--- src/rtl/gcd_pkg.sv ---
// Shared definitions for the GCD request sequencer and the GCD core:
// bus width, default timeout and the sequencer state encoding.
package gcd_pkg;

   localparam int GCD_WIDTH          = 16;
   localparam int GCD_TIMEOUT_CYCLES = 1024;

   typedef enum logic [2:0] {
      ST_IDLE   = 3'd0,
      ST_START  = 3'd1,
      ST_LOAD_A = 3'd2,
      ST_LOAD_B = 3'd3,
      ST_WAIT   = 3'd4,
      ST_RESP   = 3'd5
   } gcd_state_t;

   // Width of the WAIT-cycle counter; never below one bit.
   function automatic int timeout_cnt_width(input int cycles);
      return (cycles > 2) ? $clog2(cycles) : 1;
   endfunction

endpackage

--- src/rtl/gcd_request_sequencer_if.sv ---
// Request/response channels plus the core start/data/done bus.
// slave: the sequencer. master: the requester and core side.
interface gcd_request_sequencer_if
   import gcd_pkg::*;
#(
   parameter int WIDTH = GCD_WIDTH
);
   logic             req_valid;
   logic             req_ready;
   logic [WIDTH-1:0] req_a;
   logic [WIDTH-1:0] req_b;
   logic             rsp_valid;
   logic             rsp_ready;
   logic [WIDTH-1:0] rsp_gcd;
   logic             rsp_timeout;
   logic             core_start;
   logic [WIDTH-1:0] core_data;
   logic             core_done;
   logic [WIDTH-1:0] core_result;

   modport slave (
      input  req_valid, req_a, req_b, rsp_ready, core_done, core_result,
      output req_ready, rsp_valid, rsp_gcd, rsp_timeout, core_start, core_data
   );

   modport master (
      output req_valid, req_a, req_b, rsp_ready, core_done, core_result,
      input  req_ready, rsp_valid, rsp_gcd, rsp_timeout, core_start, core_data
   );
endinterface

--- src/rtl/gcd_timeout_counter.sv ---
// Counts cycles spent waiting on the core and flags the last allowed cycle.
module gcd_timeout_counter
   import gcd_pkg::*;
#(
   parameter int TIMEOUT_CYCLES = GCD_TIMEOUT_CYCLES
) (
   input  logic clk,
   input  logic rst_n,
   input  logic clear,
   input  logic enable,
   output logic expired
);
   localparam int            CW   = timeout_cnt_width(TIMEOUT_CYCLES);
   localparam logic [CW-1:0] LAST = CW'(TIMEOUT_CYCLES - 1);

   logic [CW-1:0] count;

   // Clear outside WAIT, advance one step per WAIT cycle.
   always_ff @(posedge clk or negedge rst_n) begin
      if (!rst_n) begin
         count <= '0;
      end else if (clear) begin
         count <= '0;
      end else if (enable) begin
         count <= count + 1'b1;
      end
   end

   assign expired = enable && (count == LAST);
endmodule

--- src/rtl/gcd_request_sequencer.sv ---
// Initiator front end for the subtractive GCD core: accepts operand pairs,
// drives start plus the A/B bus loads, waits for done (with timeout) and
// returns the result. Zero operands bypass the core entirely.
module gcd_request_sequencer
   import gcd_pkg::*;
#(
   parameter int WIDTH          = GCD_WIDTH,
   parameter int TIMEOUT_CYCLES = GCD_TIMEOUT_CYCLES
) (
   input logic                  clk,
   input logic                  rst_n,
   gcd_request_sequencer_if.slave bus
);
   gcd_state_t       state;
   logic [WIDTH-1:0] a_reg;
   logic [WIDTH-1:0] b_reg;
   logic [WIDTH-1:0] rsp_gcd_reg;
   logic [WIDTH-1:0] core_data_reg;
   logic             req_ready_reg;
   logic             rsp_valid_reg;
   logic             rsp_timeout_reg;
   logic             core_start_reg;
   logic             cnt_enable;
   logic             cnt_clear;
   logic             cnt_expired;

   assign cnt_enable = (state == ST_WAIT);
   assign cnt_clear  = !cnt_enable;

   gcd_timeout_counter #(
      .TIMEOUT_CYCLES (TIMEOUT_CYCLES)
   ) u_timeout (
      .clk     (clk),
      .rst_n   (rst_n),
      .clear   (cnt_clear),
      .enable  (cnt_enable),
      .expired (cnt_expired)
   );

   // Sequencer FSM; every output is a register updated here.
   always_ff @(posedge clk or negedge rst_n) begin
      if (!rst_n) begin
         state           <= ST_IDLE;
         a_reg           <= '0;
         b_reg           <= '0;
         rsp_gcd_reg     <= '0;
         core_data_reg   <= '0;
         req_ready_reg   <= 1'b1;
         rsp_valid_reg   <= 1'b0;
         rsp_timeout_reg <= 1'b0;
         core_start_reg  <= 1'b0;
      end else begin
         case (state)
            ST_IDLE: begin
               if (bus.req_valid && req_ready_reg) begin
                  a_reg         <= bus.req_a;
                  b_reg         <= bus.req_b;
                  req_ready_reg <= 1'b0;
                  if ((bus.req_a == '0) || (bus.req_b == '0)) begin
                     // The core never terminates on a zero operand; answer directly.
                     rsp_gcd_reg     <= bus.req_a | bus.req_b;
                     rsp_timeout_reg <= 1'b0;
                     rsp_valid_reg   <= 1'b1;
                     state           <= ST_RESP;
                  end else begin
                     core_start_reg <= 1'b1;
                     core_data_reg  <= '0;
                     state          <= ST_START;
                  end
               end
            end
            ST_START: begin
               core_start_reg <= 1'b0;
               core_data_reg  <= a_reg;
               state          <= ST_LOAD_A;
            end
            ST_LOAD_A: begin
               core_data_reg <= b_reg;
               state         <= ST_LOAD_B;
            end
            ST_LOAD_B: begin
               core_data_reg <= '0;
               state         <= ST_WAIT;
            end
            ST_WAIT: begin
               // Done takes priority over an expiring timeout.
               if (bus.core_done) begin
                  rsp_gcd_reg     <= bus.core_result;
                  rsp_timeout_reg <= 1'b0;
                  rsp_valid_reg   <= 1'b1;
                  state           <= ST_RESP;
               end else if (cnt_expired) begin
                  rsp_gcd_reg     <= '0;
                  rsp_timeout_reg <= 1'b1;
                  rsp_valid_reg   <= 1'b1;
                  state           <= ST_RESP;
               end
            end
            ST_RESP: begin
               if (bus.rsp_ready) begin
                  rsp_valid_reg <= 1'b0;
                  req_ready_reg <= 1'b1;
                  state         <= ST_IDLE;
               end
            end
            default: begin
               core_start_reg <= 1'b0;
               core_data_reg  <= '0;
               rsp_valid_reg  <= 1'b0;
               req_ready_reg  <= 1'b1;
               state          <= ST_IDLE;
            end
         endcase
      end
   end

   assign bus.req_ready   = req_ready_reg;
   assign bus.rsp_valid   = rsp_valid_reg;
   assign bus.rsp_gcd     = rsp_gcd_reg;
   assign bus.rsp_timeout = rsp_timeout_reg;
   assign bus.core_start  = core_start_reg;
   assign bus.core_data   = core_data_reg;
endmodule
--- src/flat_wrapper.sv ---
// flat-port wrapper written by rule: the top's interface ports become plain ports
module gcd_request_sequencer_flat import gcd_pkg::*;
#(
   parameter int WIDTH          = GCD_WIDTH,
   parameter int TIMEOUT_CYCLES = GCD_TIMEOUT_CYCLES
)
  (clk, rst_n, bus_req_valid, bus_req_a, bus_req_b, bus_rsp_ready, bus_core_done, bus_core_result, bus_req_ready, bus_rsp_valid, bus_rsp_gcd, bus_rsp_timeout, bus_core_start, bus_core_data);
  gcd_request_sequencer_if #(.WIDTH(WIDTH)) bus_i ();
  input logic clk;
  input logic rst_n;
  input wire logic [$bits(bus_i.req_valid)-1:0] bus_req_valid;
  input wire logic [$bits(bus_i.req_a)-1:0] bus_req_a;
  input wire logic [$bits(bus_i.req_b)-1:0] bus_req_b;
  input wire logic [$bits(bus_i.rsp_ready)-1:0] bus_rsp_ready;
  input wire logic [$bits(bus_i.core_done)-1:0] bus_core_done;
  input wire logic [$bits(bus_i.core_result)-1:0] bus_core_result;
  output wire logic [$bits(bus_i.req_ready)-1:0] bus_req_ready;
  output wire logic [$bits(bus_i.rsp_valid)-1:0] bus_rsp_valid;
  output wire logic [$bits(bus_i.rsp_gcd)-1:0] bus_rsp_gcd;
  output wire logic [$bits(bus_i.rsp_timeout)-1:0] bus_rsp_timeout;
  output wire logic [$bits(bus_i.core_start)-1:0] bus_core_start;
  output wire logic [$bits(bus_i.core_data)-1:0] bus_core_data;
  assign bus_i.req_valid = bus_req_valid;
  assign bus_i.req_a = bus_req_a;
  assign bus_i.req_b = bus_req_b;
  assign bus_i.rsp_ready = bus_rsp_ready;
  assign bus_i.core_done = bus_core_done;
  assign bus_i.core_result = bus_core_result;
  assign bus_req_ready = bus_i.req_ready;
  assign bus_rsp_valid = bus_i.rsp_valid;
  assign bus_rsp_gcd = bus_i.rsp_gcd;
  assign bus_rsp_timeout = bus_i.rsp_timeout;
  assign bus_core_start = bus_i.core_start;
  assign bus_core_data = bus_i.core_data;
  gcd_request_sequencer #(.WIDTH(WIDTH), .TIMEOUT_CYCLES(TIMEOUT_CYCLES)) u_core (.clk(clk), .rst_n(rst_n), .bus(bus_i));
endmodule
--- config.mk ---
export PLATFORM = sky130hd
export DESIGN_NAME = gcd_request_sequencer_flat
export DESIGN_NICKNAME = d
export VERILOG_FILES = /design/src/rtl/gcd_pkg.sv /design/src/rtl/gcd_request_sequencer_if.sv /design/src/rtl/gcd_timeout_counter.sv /design/src/rtl/gcd_request_sequencer.sv /design/src/flat_wrapper.sv
export SDC_FILE = /design/constraint.sdc
export NUM_CORES = 1
export LEC_CHECK = 0
export BUFFER_PORTS_ARGS = -buffer_cell sky130_fd_sc_hd__buf_2
export CAP_MARGIN = 40
export CELL_PAD_IN_SITES_DETAIL_PLACEMENT = 1
export CELL_PAD_IN_SITES_GLOBAL_PLACEMENT = 1
export CORE_MARGIN = 10
export CORE_UTILIZATION = 35
export CTS_CLUSTER_SIZE = 12
export DETAILED_ROUTE_END_ITERATION = 6
export PLACE_DENSITY = 0.81
export RECOVER_POWER = 100
export SYNTH_ARGS = -nofsm -noshare
export SYNTH_HDL_FRONTEND = slang
export SYNTH_HIERARCHICAL = 1
export SYNTH_SLANG_ARGS = --single-unit
--- constraint.sdc ---
create_clock -name clk -period 2.66 [get_ports clk]
set_input_delay 0.532 -clock clk [delete_from_list [all_inputs] [get_ports clk]]
set_output_delay 0.532 -clock clk [all_outputs]
set_load 0.01 [all_outputs]
Yosys cells after proc, flatten, opt, wreduce, memory -nomap -nowiden:

Cells that the tools add are included.

* reduce and logical (&&, ||, !) cells: 18
* multiplexer cells: 31
* eq/ne operators: 11
* add/subtract/negate cells: 1
* bitwise logic cells: 5

Operators by type and width (number)
* 16-bit two-way mux: 6
* 16-bit one-hot mux with 4 select lines: 1
* 16-bit zero test: 2
* 16-bit one-hot mux with 2 select lines: 1
* 3-bit one-hot mux with 6 select lines: 1
* 16-bit bitwise OR: 1
* 3-bit two-way mux: 5
* 1-bit two-way mux: 12
* 3-bit AND reduction: 4
* 10-bit by 1-bit adder with 10-bit output, second input constant: 1
* 10-bit equality test, second input constant: 1
* 10-bit two-way mux: 1
* 4-bit OR reduction: 2
* 3-bit by 2-bit equality test with 1-bit output, second input constant: 2
* 3-bit equality test, second input constant: 2
* 5-bit AND reduction: 1
* 2-bit by 1-bit != test with 1-bit output, second input constant: 2
* 2-bit != test, second input constant: 2
* 1-bit inverter: 4
* 1-bit one-hot mux with 2 select lines: 2
* 1-bit one-hot mux with 4 select lines: 1
* 4-bit AND reduction: 1
* 3-bit by 1-bit equality test with 1-bit output, second input constant: 1
* 3-bit zero test: 1
* other kinds (8): 9

* input port bits: 53
* bits in registers: 81

Logic depth before layout (Yosys ltp):

Gate-level depths: netlist (run 1).

* word-level depth: 5
* depth in mapped cells: 13
* depth with buffers taken out: 9

Modules after synthesis:

The synthesis (run 1) kept the hierarchy.

By module, submodules not included
* gcd_request_sequencer: area each 3799.9 um2, instances 1, cells each 371, sequential area each 1778.0 um2
* gcd_timeout_counter: area each 509.2 um2, instances 1, cells each 50, sequential area each 250.2 um2

Worst setup path after synthesis (run 1):

No wires, ideal clock.

* path type: register to register
* start: register u_core.state[1]
* end: register u_core.rsp_gcd_reg[2] (netlist: u_core/bus.rsp_gcd[2])
* stages on the path, launching flop included: 14
* setup time: 135 ps
* data required time: 2525 ps
* path buffers: 4
* data arrival time: 2663 ps
* setup slack: -138 ps
* cells stage by stage: dfrtp_1 buf_2 buf_1 nor2_1 nand2_1 inv_1 buf_2 nand2_1 nor4_1 inv_1 a2111oi_4 buf_4 mux2i_1 o211ai_1

* word-level cells in the longest chain between the ends: 4
* elaborated cells between the ends (all ways): 9
* classes of those cells: 4 x eq/ne; 1 x mux; 4 x reduce/logical

RTL lines
* start: declaration: RTL line gcd_request_sequencer.sv:14 `gcd_state_t state;`
* start signal: assignment: RTL line gcd_request_sequencer.sv:43 `state <= ST_IDLE;`
* start signal: assignment: RTL line gcd_request_sequencer.sv:64 `state <= ST_RESP;`
* start signal: assignment: RTL line gcd_request_sequencer.sv:68 `state <= ST_START;`
* 3-bit equality test: RTL line gcd_request_sequencer.sv:27 `assign cnt_enable = (state == ST_WAIT);`
* via u_core.cnt_enable: RTL line gcd_request_sequencer.sv:23 `logic cnt_enable;`
* 1-bit logical AND: RTL line gcd_timeout_counter.sv:29 `assign expired = enable && (count == LAST);`
* via u_core.cnt_expired: RTL line gcd_request_sequencer.sv:25 `logic cnt_expired;`
* 3-bit by 2-bit != test with 1-bit output (no line)
* 4-bit AND reduction (no line)
* end signal: assignment: RTL line gcd_request_sequencer.sv:61 `rsp_gcd_reg <= bus.req_a | bus.req_b;`
* end signal: assignment: RTL line gcd_request_sequencer.sv:88 `rsp_gcd_reg <= bus.core_result;`
* end: declaration: RTL line gcd_request_sequencer.sv:17 `logic [WIDTH-1:0] rsp_gcd_reg;`

The timed path passes the listed nets, and every way through them passes these cells.
A chain may end at the register's enable or synchronous reset.

Worst setup path in the final report (run 1):

* start: register u_core.state[1]
* end: register u_core.rsp_gcd_reg[12] (netlist: u_core/bus.rsp_gcd[12])

The elaborated chain is that of the path after synthesis.

==> impl_metrics.yaml, run 1 <==
run_status:
  outcome: "finished, violations left"
  violations: "max-capacitance violations, max-slew violations"
timing:
  whs_ns: 0.448
  worst_pin_slew_ns: 2.10
  max_freq_mhz: 409
  finalSetupViolations: 0
  finalHoldViolCount: 0
  min_period_ns: 2.45
  relSlewSlack_pct: -39.9
  rsz0062_at_grt: "no"
  skew_ns: 0.00608
  finalMaxSlewViolations: 34
  finalWorstSetupSlack_ns: 0.212
  min_period_over_period_pct: 92.0
  fin_setup_tns_ns: 0
global_routing:
  grt_overflow: 0
  busiest_layer: "met2"
  grt_use_met1_pct: 20.1
  grt_use_met2_pct: 31.7
  grt_use_total_pct: 17.7
  grt_pass1_wl_um: 23600
  grt_pass1_vias: 4333
  antenna_found_initial: 0
  met3_usage_pct: 3.55
  grt_max_degree: 51
synth:
  synth_ff_type: "dfrtp_1"
  synth.most_common_cell: "dfrtp_1"
  ys_warn_count: 6
  syn_nets: 475
  synth_area_leader_cell: "dfrtp_1"
  synthDistinctLibCells: 46
  synth-seq-cells: 81
  synth_area_per_cell_um2: 10.2
  netlist_area_um2: 4310
  async_flop_share_pct: 100
  synth-edff-count: 0
  synth_area_leaders: "dfrtp_1 (46%), mux2_1 (7.8%), mux2i_1 (3.9%)"
  yosysSeqAreaShare_pct: 47.1
  synthCells: 421
  synth.top_cells.by_count: "dfrtp_1 (80), nand2_1 (36), mux2_1 (30), a21oi_1 (27), nor2_1 (22)"
  synth.top_cell.area_share_pct: 46.5
critical_path:
  path_common_cell: "inv_1"
  cp_max_fo: 6
  worstSetupEndpointType: "flip-flop"
  critical-path-top-delay-family: "simple AND/OR/NAND/NOR gates"
  crit_path_max_incr_delay_ns: 0.39
  start_kind: "flip-flop"
  cp.required_ns: 2.86
  arrival_ns: 2.65
  worst-path-buf-inv: 4
  startpoint: "u_core/state[1]"
  cpMaxStageDelayCell: "dfrtp_1"
  r2r_start: "u_core/state[1]"
  criticalPathCategory: "reg2reg"
  crit_path_cell_trace: "nor2_1 -> nand2_1 -> inv_1 -> nand2_4 -> nor4_2 -> inv_1 -> a2111oi_4 -> buf_4 -> clkbuf_2 -> mux2i_1 -> o211ai_1"
place:
  dp_cells: 639
  place_ws_ns: 0.141
  buffer_ports.inserted: 88
  place_congestion: 0.826
  dpl.hpwl_um: 10400
die:
  rows: 40
  dieArea_um2: 17200
  die_x_um: 131
  die_h_um: 131
  core_region_area_um2: 12000
  ios: 89
  start_util_pct: 35.9
clock_network:
  cts_hold_buf: 0
  numCtsBuffers: 9
  cts_root_buf: "clkbuf_16"
  cts.clk_slew.worst_paths_ns: 0.06
  htree_levels: 3
  clockBufferDepth: 2
  cts_tree: "built"
  clock_sinks: 81
  insertion_delay_ns: 0.33
  cts_resized: 0
power_and_ir_drop:
  switching_share_pct: 39.2
  p_sw_mw: 2.34
  power_density_nw_per_um2: 1140
  pwr-share-clk_pct: 24.0
  irDropWorstVdd_uv: 382
  cellLeakagePower_nw: 2.12
  p_int_mw: 3.64
  power.total_mw: 5.98
  combPwrFrac_pct: 42.4
  sequentialPowerShare_pct: 33.7
job:
  drv_cap: 1
detailed_routing:
  first_pass_iters: 5
  wl_um: 15100
  first_iter_violations: 310
  drtAntennaViolNets: 0
  wl_per_cell_um: 23.1
  viasPerCell: 5.98
  num_vias: 3916
  drc: 0
final_layout:
  area_delta_synth_final_pct: 21.2
  finalNonFillerCells: 655
  diodes: 0
  fin_nets: 558
  drive_gt1_share_pct: 18.9
worst_hold_path:
  hp-start: "bus_req_a[3]"
  min_path_type: "in2reg"
-- cell type report --
type	count	area [µm²]
clock buffer	9	225
fill	1385	6790
inverter	7	26.3
multi-input combinational	298	2090
timing repair buffer	107	549
sequential	81	2030
clock inverter	6	116
tap	147	184
-- routing by layer --
layer,vias up,part of all wire (%),routed length [µm]
li1,1753,-,-
met1,2022,41,6200
met2,118,53,7980
met3,23,4.3,649
met4,0,2.1,311
met5,-,0,0
-- worst paths after layout --
kind	to	slack [ns]	cells past startpoint
min reg2reg	u_core/a_reg[10]	0.49	1
min in group asynchronous	u_core/bus.core_data[2]	0.80	1
min	u_core/a_reg[3]	0.45	2
max reg2reg	u_core/bus.rsp_gcd[12]	0.21	11
max	u_core/bus.rsp_gcd[12]	0.21	11
max in group asynchronous	u_core/bus.rsp_gcd[9]	0.66	1
-- power by group through the flow --
stage / sequential (mW) / combinational (mW) / clock [mW]
after global placement: 1.98 / 2.44 / 0
final: 2.02 / 2.53 / 1.43
after CTS: 2.01 / 2.64 / 1.45
after floorplan: 2.01 / 1.74 / 0
after global routing: 2.07 / 2.79 / 1.50
after detailed placement: 2.02 / 2.59 / 0
-- cells by family (layout without fill, tap and decap cells) --
kind of cell	count (synthesis)	in the layout	share of synthesized area [%]
AO/OA/AOI/OAI	122	122	20.1
XOR/XNOR	4	4	0.813
adder cells (fa/ha/maj)	1	1	0.290
buffers and inverters	42	129	4.41
flip-flops	81	81	47.1
multiplexers	50	50	12.6
AND/OR/NAND/NOR	121	121	14.8
-- through the flow --
stage               utilization [%]  cell area (µm²)
global route                   43.5             5220
floorplan                         -             4350
global placement               41.3             4950
finish                         43.5             5220
CTS                            44.1             5300
detailed placement             41.3             4950
-- cell usage in the layout (no fill, tap or decap), drive strengths merged, types with 19 or more instances in the layout --
cell and n:
clkbuf 50, dfrtp 80, nor2 22, buf 66
nand4 20, o21ai 19, mux2 33, nand2 36
a21oi 27
-- what timing repair did --
item                                    CTS  global route
buffers inserted                          0             1
endpoints found under the setup margin    0            15
endpoints found under the hold margin     0             0
Note: power is estimated with default switching activity, not from simulation.
==> run 2: changes to the inputs <==
--- a/config.mk
+++ b/config.mk
@@ -13,6 +13,7 @@
 export CORE_UTILIZATION = 35
 export CTS_CLUSTER_SIZE = 12
 export DETAILED_ROUTE_END_ITERATION = 6
+export MAX_ROUTING_LAYER = met4
 export PLACE_DENSITY = 0.81
 export RECOVER_POWER = 100
 export SYNTH_ARGS = -nofsm -noshare
==> run 2 against run 1 <==
The run still ends with max-capacitance violations, max-slew violations left. Flip-flop and latch count did not move. First-iteration DRC count fell by 4.2%. Die area did not move. Global-route usage rose by 0.54 points. Routed wire length fell by 0.48%. Count of clock-buffer cells in the layout did not move. Setup slack improved by 0.015 ns. Critical path depth did not move. Combinational power barely moved. Critical path type unchanged. Highest routed layer unchanged.
==> impl_metrics.yaml, run 2 (synthesis gave the netlist of run 1 again) <==
run_status:
  outcome: "finished, violations left"
  violations: "max-capacitance violations, max-slew violations"
timing:
  min_period_over_period_pct: 91.4
  finalHoldViolCount: 0
  fin_setup_tns_ns: 0
  worst_pin_slew_ns: 2.08
  skew_ns: 0.00486
  min_period_ns: 2.43
  finalSetupViolations: 0
  rsz0062_at_grt: "no"
  max_freq_mhz: 411
  relSlewSlack_pct: -38.4
  finalMaxSlewViolations: 34
final_layout:
  final_cell_mix: "dfrtp_1 (80), buf_2 (52), clkbuf_1 (37)"
  fin_nets: 558
  drive_gt1_share_pct: 18.9
  diodes: 0
  area_delta_synth_final_pct: 21.2
  fillers: 1385
  final_common_cell: "dfrtp_1"
detailed_routing:
  wl_per_cell_um: 23.0
  first_iter_violations: 297
  wl_um: 15100
  first_pass_iters: 6
  viasPerCell: 5.96
  drc: 0
  drtAntennaViolNets: 0
  num_vias: 3906
die:
  ios: 89
  start_util_pct: 35.9
  rows: 40
  die_x_um: 131
  die_h_um: 131
  dieArea_um2: 17200
  core_region_area_um2: 12000
critical_path:
  cp_max_fo: 6
  r2r_start: "u_core/state[1]"
  cp.required_ns: 2.86
  startpoint: "u_core/state[1]"
  start_kind: "flip-flop"
  criticalPathCategory: "reg2reg"
  worstSetupEndpointType: "flip-flop"
  arrival_ns: 2.64
job:
  drv_cap: 1
place:
  place_congestion: 0.839
  buffer_ports.inserted: 88
  dpl.hpwl_um: 10400
global_routing:
  grt_overflow: 0
  grt_pass1_wl_um: 23700
  antenna_found_initial: 0
  grt_use_total_pct: 18.2
  grt_use_met1_pct: 20.5
  grt_pass1_vias: 4334
  grt_use_met2_pct: 32.1
  busiest_layer: "met2"
  grt_max_degree: 51
  met3_usage_pct: 2.98
clock_network:
  insertion_delay_ns: 0.33
  cts_tree: "built"
  clockBufferDepth: 2
  cts.clk_slew.worst_paths_ns: 0.06
  htree_levels: 3
  numCtsBuffers: 9
  cts_root_buf: "clkbuf_16"
  clock_sinks: 81
worst_hold_path:
  hp-start: "bus_req_a[3]"
  min_path_type: "in2reg"
power_and_ir_drop:
  power_density_nw_per_um2: 1140
  irDropWorstVdd_uv: 379
  power.total_mw: 5.97
  cellLeakagePower_nw: 2.12
## run 2: routing by layer
layer / wire [µm] / vias to the layer above
li1: - / 1754
met1: 6110 / 2008
met2: 7960 / 126
met3: 692 / 18
met4: 291 / 0
met5: 0 / -
## run 2: cell type report
cell class / instances / area [µm²] / area share [%]
multi-input combinational: 298 / 2090 / 40.1
sequential: 81 / 2030 / 38.8
timing repair buffer: 107 / 549 / 10.5
clock buffer: 9 / 225 / 4.31
tap: 147 / 184 / 3.52
clock inverter: 6 / 116 / 2.23
inverter: 7 / 26.3 / 0.503
## run 2: worst max-delay path, stage by stage, from the launching register on
cell and delay (ns):
dfrtp_1 0.39, nor2_1 0.15, nand2_1 0.10, inv_1 0.13, nand2_4 0.09, nor4_2 0.31, inv_1 0.12, a2111oi_4 0.28
buf_4 0.19, clkbuf_2 0.20, mux2i_1 0.23, o211ai_1 0.11
## run 2: power breakdown
group,leakage (nW),switching [mW],internal [mW]
Combinational,0.965,1.51,1.02
Clock,0.166,0.507,0.918
Sequential,0.986,0.311,1.70
Total,2.12,2.33,3.64
## run 2: path summary, 6_finish.rpt
kind | endpoint | slack [ns] | cells past startpoint
worst max-delay path | u_core/bus.rsp_gcd[12] | 0.23 | 11
worst min-delay path | u_core/a_reg[3] | 0.45 | 2
worst max register to register | u_core/bus.rsp_gcd[12] | 0.23 | 11
worst min register to register | u_core/a_reg[10] | 0.49 | 1
max in group asynchronous | u_core/bus.rsp_gcd[6] | 0.67 | 1
min in group asynchronous | u_core/bus.core_data[2] | 0.79 | 1
## run 2: what timing repair did
item,in CTS,in global routing
hold buffers,0,0
setup buffers,0,1
setup endpoints to repair,0,13
resized for setup,0,0
## run 2: per-stage QoR
| stage | instance area, µm² | hold WS, ns | setup slack (ns) | utilization [%] | cells |
|---|---|---|---|---|---|
| 4_1_cts | 5300 | 0.184 | 0.102 | 44.1 | 654 |
| 3_3_place_gp | 4950 | 0.466 | 0.282 | 41.3 | 639 |
| 5_1_grt | 5220 | 0.456 | 0.0324 | 43.5 | 655 |
| 6_report | 5220 | 0.451 | 0.227 | 43.5 | 655 |
| 2_1_floorplan | 4350 | 0.236 | 0.00199 | - | 421 |
| 3_5_place_dp | 4950 | 0.476 | 0.141 | 41.3 | 639 |
